## src/rtl/mult_share_arbiter_if.sv

```systemverilog
// Request/response bundle between NREQ requesters, the shared multiplier arbiter and one consumer.
// The arbiter takes the slave modport; requesters plus consumer form the master side.
interface mult_share_arbiter_if #(
  parameter int N    = 32,
  parameter int NREQ = 2,
  parameter int ID_W = 1
);
  logic [NREQ-1:0]   req_valid;
  logic [NREQ-1:0]   req_ready;
  logic [NREQ*N-1:0] req_a;
  logic [NREQ*N-1:0] req_b;
  logic              rsp_valid;
  logic              rsp_ready;
  logic [ID_W-1:0]   rsp_id;
  logic [N-1:0]      rsp_result;
  logic              rsp_ovf;

  modport master (
    output req_valid, req_a, req_b, rsp_ready,
    input  req_ready, rsp_valid, rsp_id, rsp_result, rsp_ovf
  );

  modport slave (
    input  req_valid, req_a, req_b, rsp_ready,
    output req_ready, rsp_valid, rsp_id, rsp_result, rsp_ovf
  );
endinterface

```

## src/rtl/mult_share_arbiter.sv

```systemverilog
// Round-robin sharing of one sign-magnitude Q(INTBITS).(FRACBITS) multiplier among NREQ requesters.
// Define MULT_OVF_SAT_EN to saturate overflowing products to signed full scale.
module mult_share_arbiter #(
  parameter int N        = 32,
  parameter int INTBITS  = 12,
  parameter int FRACBITS = 20,
  parameter int NREQ     = 2,
  parameter int ID_W     = 1
) (
  input  logic                 clk,
  input  logic                 rst_n,
  mult_share_arbiter_if.slave  bus,
  input  logic                 ovf_clr,
  output logic                 ovf_sticky,
  output logic                 busy
);

  typedef enum logic [1:0] {
    IDLE = 2'd0,
    MUL  = 2'd1,
    RESP = 2'd2
  } state_t;

  state_t          state_q, state_d;
  logic [ID_W-1:0] rr_ptr_q, rr_ptr_d;
  logic [N-1:0]    op_a_q, op_a_d;
  logic [N-1:0]    op_b_q, op_b_d;
  logic [ID_W-1:0] op_id_q, op_id_d;
  logic            rsp_valid_q, rsp_valid_d;
  logic [ID_W-1:0] rsp_id_q, rsp_id_d;
  logic [N-1:0]    rsp_result_q, rsp_result_d;
  logic            rsp_ovf_q, rsp_ovf_d;
  logic            ovf_sticky_q, ovf_sticky_d;

  logic            grant_found;
  logic [ID_W-1:0] grant_id;
  logic [NREQ-1:0] ready_raw;
  logic            rsp_hs;

  logic [2*N-1:0]  prod;
  logic            prod_ovf;
  logic            prod_sign;
  logic [N-2:0]    mag_out;
  logic            unused_frac;

  // Search starts one past the last winner so every waiting requester is reached within NREQ grants.
  always_comb begin
    int idx;
    grant_found = 1'b0;
    grant_id    = '0;
    idx         = 0;
    for (int k = 1; k <= NREQ; k++) begin
      idx = int'(rr_ptr_q) + k;
      if (idx >= NREQ) idx = idx - NREQ;
      if (!grant_found && bus.req_valid[idx]) begin
        grant_found = 1'b1;
        grant_id    = ID_W'(idx);
      end
    end
  end

  assign prod      = {{(N+1){1'b0}}, op_a_q[N-2:0]} * {{(N+1){1'b0}}, op_b_q[N-2:0]};
  assign prod_ovf  = |prod[2*N-1 -: INTBITS+1];
  assign prod_sign = op_a_q[N-1] ^ op_b_q[N-1];
  assign unused_frac = ^prod[FRACBITS-1:0];

`ifdef MULT_OVF_SAT_EN
  assign mag_out = prod_ovf ? {(N-1){1'b1}} : prod[N+FRACBITS-2:FRACBITS];
`else
  assign mag_out = prod[N+FRACBITS-2:FRACBITS];
`endif

  assign rsp_hs = rsp_valid_q & bus.rsp_ready;

  always_comb begin
    state_d      = state_q;
    rr_ptr_d     = rr_ptr_q;
    op_a_d       = op_a_q;
    op_b_d       = op_b_q;
    op_id_d      = op_id_q;
    rsp_valid_d  = rsp_valid_q;
    rsp_id_d     = rsp_id_q;
    rsp_result_d = rsp_result_q;
    rsp_ovf_d    = rsp_ovf_q;
    ovf_sticky_d = ovf_clr ? 1'b0 : ovf_sticky_q;
    ready_raw    = '0;

    case (state_q)
      IDLE: begin
        if (grant_found) begin
          ready_raw = NREQ'(1) << grant_id;
          op_a_d    = bus.req_a[int'(grant_id)*N +: N];
          op_b_d    = bus.req_b[int'(grant_id)*N +: N];
          op_id_d   = grant_id;
          rr_ptr_d  = grant_id;
          state_d   = MUL;
        end
      end
      MUL: begin
        rsp_result_d = {prod_sign, mag_out};
        rsp_ovf_d    = prod_ovf;
        rsp_id_d     = op_id_q;
        rsp_valid_d  = 1'b1;
        state_d      = RESP;
      end
      RESP: begin
        // A set from this response wins over a coincident clear.
        if (rsp_hs) begin
          rsp_valid_d  = 1'b0;
          ovf_sticky_d = ovf_sticky_d | rsp_ovf_q;
          state_d      = IDLE;
        end
      end
      default: begin
        state_d = IDLE;
      end
    endcase
  end

  always_ff @(posedge clk or negedge rst_n) begin
    if (!rst_n) begin
      state_q      <= IDLE;
      rr_ptr_q     <= ID_W'(NREQ-1);
      op_a_q       <= '0;
      op_b_q       <= '0;
      op_id_q      <= '0;
      rsp_valid_q  <= 1'b0;
      rsp_id_q     <= '0;
      rsp_result_q <= '0;
      rsp_ovf_q    <= 1'b0;
      ovf_sticky_q <= 1'b0;
    end else begin
      state_q      <= state_d;
      rr_ptr_q     <= rr_ptr_d;
      op_a_q       <= op_a_d;
      op_b_q       <= op_b_d;
      op_id_q      <= op_id_d;
      rsp_valid_q  <= rsp_valid_d;
      rsp_id_q     <= rsp_id_d;
      rsp_result_q <= rsp_result_d;
      rsp_ovf_q    <= rsp_ovf_d;
      ovf_sticky_q <= ovf_sticky_d;
    end
  end

  // The IDLE state is also the reset state, so gate grants while reset is held.
  assign bus.req_ready  = rst_n ? ready_raw : '0;
  assign bus.rsp_valid  = rsp_valid_q;
  assign bus.rsp_id     = rsp_id_q;
  assign bus.rsp_result = rsp_result_q;
  assign bus.rsp_ovf    = rsp_ovf_q;
  assign ovf_sticky     = ovf_sticky_q;
  assign busy           = (state_q != IDLE);

endmodule
```

## src/flat_wrapper.sv

```systemverilog
// flat-port wrapper written by rule: the top's interface ports become plain ports
module mult_share_arbiter_flat 
#(
  parameter int N        = 32,
  parameter int INTBITS  = 12,
  parameter int FRACBITS = 20,
  parameter int NREQ     = 2,
  parameter int ID_W     = 1
)
  (clk, rst_n, ovf_clr, ovf_sticky, busy, bus_req_valid, bus_req_a, bus_req_b, bus_rsp_ready, bus_req_ready, bus_rsp_valid, bus_rsp_id, bus_rsp_result, bus_rsp_ovf);
  mult_share_arbiter_if #(.N(N), .NREQ(NREQ), .ID_W(ID_W)) bus_i ();
  input  logic clk;
  input  logic rst_n;
  input  logic ovf_clr;
  output logic ovf_sticky;
  output logic busy;
  input wire logic [$bits(bus_i.req_valid)-1:0] bus_req_valid;
  input wire logic [$bits(bus_i.req_a)-1:0] bus_req_a;
  input wire logic [$bits(bus_i.req_b)-1:0] bus_req_b;
  input wire logic [$bits(bus_i.rsp_ready)-1:0] bus_rsp_ready;
  output wire logic [$bits(bus_i.req_ready)-1:0] bus_req_ready;
  output wire logic [$bits(bus_i.rsp_valid)-1:0] bus_rsp_valid;
  output wire logic [$bits(bus_i.rsp_id)-1:0] bus_rsp_id;
  output wire logic [$bits(bus_i.rsp_result)-1:0] bus_rsp_result;
  output wire logic [$bits(bus_i.rsp_ovf)-1:0] bus_rsp_ovf;
  assign bus_i.req_valid = bus_req_valid;
  assign bus_i.req_a = bus_req_a;
  assign bus_i.req_b = bus_req_b;
  assign bus_i.rsp_ready = bus_rsp_ready;
  assign bus_req_ready = bus_i.req_ready;
  assign bus_rsp_valid = bus_i.rsp_valid;
  assign bus_rsp_id = bus_i.rsp_id;
  assign bus_rsp_result = bus_i.rsp_result;
  assign bus_rsp_ovf = bus_i.rsp_ovf;
  mult_share_arbiter #(.N(N), .INTBITS(INTBITS), .FRACBITS(FRACBITS), .NREQ(NREQ), .ID_W(ID_W)) u_core (.clk(clk), .rst_n(rst_n), .bus(bus_i), .ovf_clr(ovf_clr), .ovf_sticky(ovf_sticky), .busy(busy));
endmodule
```

## config.mk

```make
export PLATFORM = sky130hd
export DESIGN_NAME = mult_share_arbiter_flat
export DESIGN_NICKNAME = d
export VERILOG_FILES = /design/src/rtl/mult_share_arbiter_if.sv /design/src/rtl/mult_share_arbiter.sv /design/src/flat_wrapper.sv
export SDC_FILE = /design/constraint.sdc
export NUM_CORES = 2
export LEC_CHECK = 0
export CORE_MARGIN = 4
export CORE_UTILIZATION = 64
export DETAILED_ROUTE_END_ITERATION = 7
export PLACE_DENSITY = 0.84
export REMOVE_ABC_BUFFERS = 1
export SYNTH_ARGS = -nofsm -noshare
export SYNTH_HDL_FRONTEND = slang
export SYNTH_SLANG_ARGS = --single-unit
```

## constraint.sdc

```tcl
create_clock -name clk -period 7.97 [get_ports clk]
set_clock_uncertainty 0.1 [all_clocks]
set_input_delay 1.594 -clock clk [delete_from_list [all_inputs] [get_ports clk]]
set_output_delay 1.594 -clock clk [all_outputs]
set_load 0.02 [all_outputs]
```

==> summary.txt <==
STA
  • Actual slew at the worst max-slew pin: 1.24 ns
  • Pins over their slew limit: 0
  • Fmax achieved: 129 MHz
  • Unrepaired setup endpoints after global routing: true
  • Final period util: 0.974
  • Period minus WS final: between 7 and 8 ns
  • Setup TNS: 0 ns
  • Slew headroom: 0.171
  • Finish-stage setup viols: 0
  • Fin. Hold Viols: 0

Setup path
  • Slowest stage cell, crit path: fa_1
  • Worst path cell trace: buf_4, buf_4, nand2_1, fa_1, inv_1, fa_1, inv_1, fa_1, fa_1, inv_1, fa_1, fa_1, fa_1, ha_1, ha_1, buf_4, a21o_1, a31oi_1, o21ai_1, a31o_1, or4_1, a32o_1, nor4_2, a31oi_1
  • Startpoint types: register
  • Crit path kind: reg -> reg
  • Largest delay share family, worst path: adder cells
  • CP dominant cell by count: fa_1
  • Crit-path max FO: 16
  • Worst endpoint required time: slightly above 8 ns
  • CP bufs+invs: 6
  • Nature of the critical path endpoint: register
  • Arrival time worst endpoint: 7.95 ns
  • Critical path's largest stage delay: 0.55 ns

Clock network
  • CTS buffer count: 9
  • Max clock buf depth: 2
  • # clock sinks: roughly 100
  • CTS clk-pin slew, worst paths: 0.10 ns
  • Clock latency on the worst-skew pair: about 0.40 ns
  • CTS Root Cell: clkbuf_16
  • CTS tree: done
  • H-Tree Depth: 3
  • Post-CTS Hold Buffers: 0

Synth
  • Warnings from Yosys: 0
  • Top cells by area, synth: fa_1 47%, inv_1 9.6%, and2_1 9.3%
  • FF+latch count, synth: approximately 100
  • Top-area cell type share of the netlist area: 0.471
  • Ys async rst share: 1.00
  • Post-synthesis sequential area ratio: 0.0732
  • Synth unique cells: 70
  • Number of enable flip-flop cells after synthesis: 0
  • Syn avg cell area: 9.14 µm²
  • Leading area contributor after synthesis: fa_1
  • Area of the mapped netlist: roughly 0.036 mm²
  • Post-synth top flop: dfrtp_1
  • Cells after synthesis: roughly 4000

Power and ir drop
  • Internal power: 0.00127 W
  • NetSw: approximately 0.001 W
  • PwrDens: a little under 60 mW/mm²
  • Comb pwr share: 0.507
  • Net Sw Frac: 0.444
  • Share of power burned in registers: 0.256
  • Clk pwr share: 0.237
  • Leak pwr: just over 20 nW
  • Peak VDD IR: 0.116 mV

Placement
  • HPWL Detailed: approximately 82000 µm
  • Port bufs: roughly 170
  • Placer Congestion: around 0.98
  • Placed cell count: 4710

Finish
  • Net count, final: roughly 5200
  • N_diodes: 0
  • Share of cells above drive strength 1: 0.0601
  • Finished Layout Cells: 4740
  • FF+latch area: 0.00265 mm²
  • Multi-input gate area: approximately 0.029 mm²
  • FILL cells: 4017
  • P&R area growth vs syn: 9.84%

Min path
  • Worst Hold Class: reg -> reg

Die
  • Initial Utilization: 0.645
  • DIE WIDTH: about 240 µm
  • Die Y: 244 µm
  • Die area: 0.0594 mm²
  • Core Region: 0.0551 mm²
  • I/O pin total: 173
  • Number of cell rows: 86

Routing
  • First-pass iteration count of the detailed router: 8
  • Total Wirelength: 99100 µm
  • Drt wl/cell: between 20 and 25 µm
  • ANT nets after route: 0
  • Vias: around 28000
  • Avg Vias per Cell: about 6
  • Starting DRT DRC Count: 2536
  • DRC violations left: 0

Global route
  • Largest net degree at the start of global routing: 67
  • First-pass GRT wire length: ~160000 µm
  • Initial antenna violation count: 1
  • Grt total ovfl: 0
  • Total track usage: 0.347
  • Vias in the first global route: approximately 31000

Flow run
  • MaxCap Viol Count: 0

Outcome
  • Status: finished clean
## final cells by class
| class | count | share of cell area |
|---|---|---|
| Timing Repair Buffer | 333 | 0.0792 |
| Tap cell | 748 | 0.0240 |
| Multi-Input combinational cell | 2634 | 0.734 |
| Sequential cell | 104 | 0.0678 |
| Clock inverter | 7 | 0.00250 |
| Clock buffer | 9 | 0.00577 |
| Inverter | 905 | 0.0870 |
## worst register-to-register path: stages, from the launching register on
cell	delay, ns
dfrtp_1	0.46
buf_4	0.25
buf_4	0.29
nand2_1	0.13
fa_1	0.54
inv_1	0.06
fa_1	0.53
inv_1	0.06
fa_1	0.48
fa_1	0.55
inv_1	0.05
fa_1	0.45
fa_1	0.52
fa_1	0.46
ha_1	0.32
ha_1	0.29
buf_4	0.17
a21o_1	0.18
a31oi_1	0.26
o21ai_1	0.16
a31o_1	0.27
or4_1	0.50
a32o_1	0.24
nor4_2	0.23
a31oi_1	0.11
## cell usage after synthesis (25+ instances only)
library cell and instances:
nand4_1 25, a21o_1 31, nor2_1 31, and2_1 528
dfrtp_1 103, a222oi_1 64, o21ai_0 58, fa_1 836
inv_1 905, clkbuf_1 224, nand2_1 528, a21oi_1 55
ha_1 252
## registers in the layout, summed over array words and instances, names as in the netlist
signal	count
u_core.bus.rsp_id	1
u_core.op_id_q	1
u_core.rr_ptr_q	1
u_core.bus.rsp_valid	1
u_core.op_a_q	32
u_core.ovf_sticky	1
u_core.bus.rsp_ovf	1
u_core.state_q	2
u_core.bus.rsp_result	32
u_core.op_b_q	32
## cell usage in the layout, fill, tap and decap left out, types with 6 or more instances in the layout
cell | netlist | layout
nand3_1 | 16 | 16
xnor2_1 | 22 | 22
buf_4 | 2 | 146
ha_1 | 252 | 251
a21oi_1 | 55 | 54
o21a_1 | 7 | 7
a31oi_1 | 14 | 14
o211ai_1 | 6 | 6
dfrtp_2 | 0 | 21
buf_12 | 0 | 12
a211oi_1 | 8 | 6
a222oi_1 | 64 | 64
a21o_1 | 31 | 31
nand4_1 | 25 | 25
dfrtp_1 | 103 | 77
o21bai_1 | 8 | 8
o21ai_1 | 15 | 13
nand2_1 | 528 | 528
o21ai_0 | 58 | 58
nor2_1 | 31 | 29
nor3_1 | 12 | 11
clkdlybuf4s50_1 | 0 | 171
clkbuf_16 | 0 | 9
and2_1 | 528 | 528
xor2_1 | 18 | 18
and3_1 | 7 | 6
fa_1 | 836 | 836
inv_1 | 905 | 905
## worst paths after layout
kind,cells past startpoint,startpoint,end,slack [ns]
max,24,u_core.op_a_q[27]$_DFFE_PN0P_,u_core.bus.rsp_ovf$_DFFE_PN0P_,0.20
min,2,u_core.bus.rsp_result[0]$_DFFE_PN0P_,u_core.bus.rsp_result[0]$_DFFE_PN0P_,0.38
max reg2reg,24,u_core.op_a_q[27]$_DFFE_PN0P_,u_core.bus.rsp_ovf$_DFFE_PN0P_,0.20
min reg2reg,2,u_core.bus.rsp_result[0]$_DFFE_PN0P_,u_core.bus.rsp_result[0]$_DFFE_PN0P_,0.38
max in group asynchronous,2,rst_n,u_core.bus.rsp_result[9]$_DFFE_PN0P_,5.40
min in group asynchronous,1,rst_n,u_core.op_a_q[12]$_DFFE_PN0P_,1.15
## timing repair
item	CTS	global route
resized for setup	5	45
endpoints found under the setup margin	2	15
pin swaps	0	3
setup buffers	0	14
## power by group through the flow
stage	Sequential, W	Clock, W	Combinational, W
3_3_place_gp	0.000592	0	0.00108
5_1_grt	0.000585	0.000555	0.00128
6_report	0.000585	0.000542	0.00116
3_5_place_dp	0.000593	0	0.00111
2_1_floorplan	0.000608	0	0.000617
4_1_cts	0.000583	0.000546	0.00112
## per-layer routing
metal | GRT usage | vias to the layer above | share of wire
met4 | 0.188 | 2 | 0.070
met5 | 0 | - | 0.000091
li1 | - | 11735 | -
met2 | 0.575 | 1552 | 0.48
met1 | 0.435 | 14097 | 0.36
met3 | 0.0678 | 406 | 0.097
## metrics by stage
step                      hold slack, ns   util  setup WS, ns  total power [W]  area (µm²)
final                              0.379  0.709         0.204          0.00228       39000
after global routing               0.423  0.709       -0.0612          0.00242       39000
after CTS                          0.383  0.704        0.0316          0.00225       38800
after detailed placement           0.363  0.698       -0.0492          0.00171       38400
after global placement             0.352  0.698         0.138          0.00167       38400
after floorplan                    0.339      -         0.483          0.00123       34500
## kinds of logic (layout without fill, tap and decap cells)
kind of cell | Yosys count | count (layout) | synth area share
flip-flops | 104 | 104 | 0.0732
XOR/XNOR | 40 | 40 | 0.00986
adder cells (fa/ha/maj) | 1088 | 1088 | 0.560
multiplexers | 3 | 3 | 0.000915
AO/OA/AOI/OAI | 310 | 310 | 0.0619
AND/OR/NAND/NOR | 1193 | 1193 | 0.171
buffers and inverters | 1150 | 1254 | 0.124
Note: power is estimated with default switching activity, not from simulation.
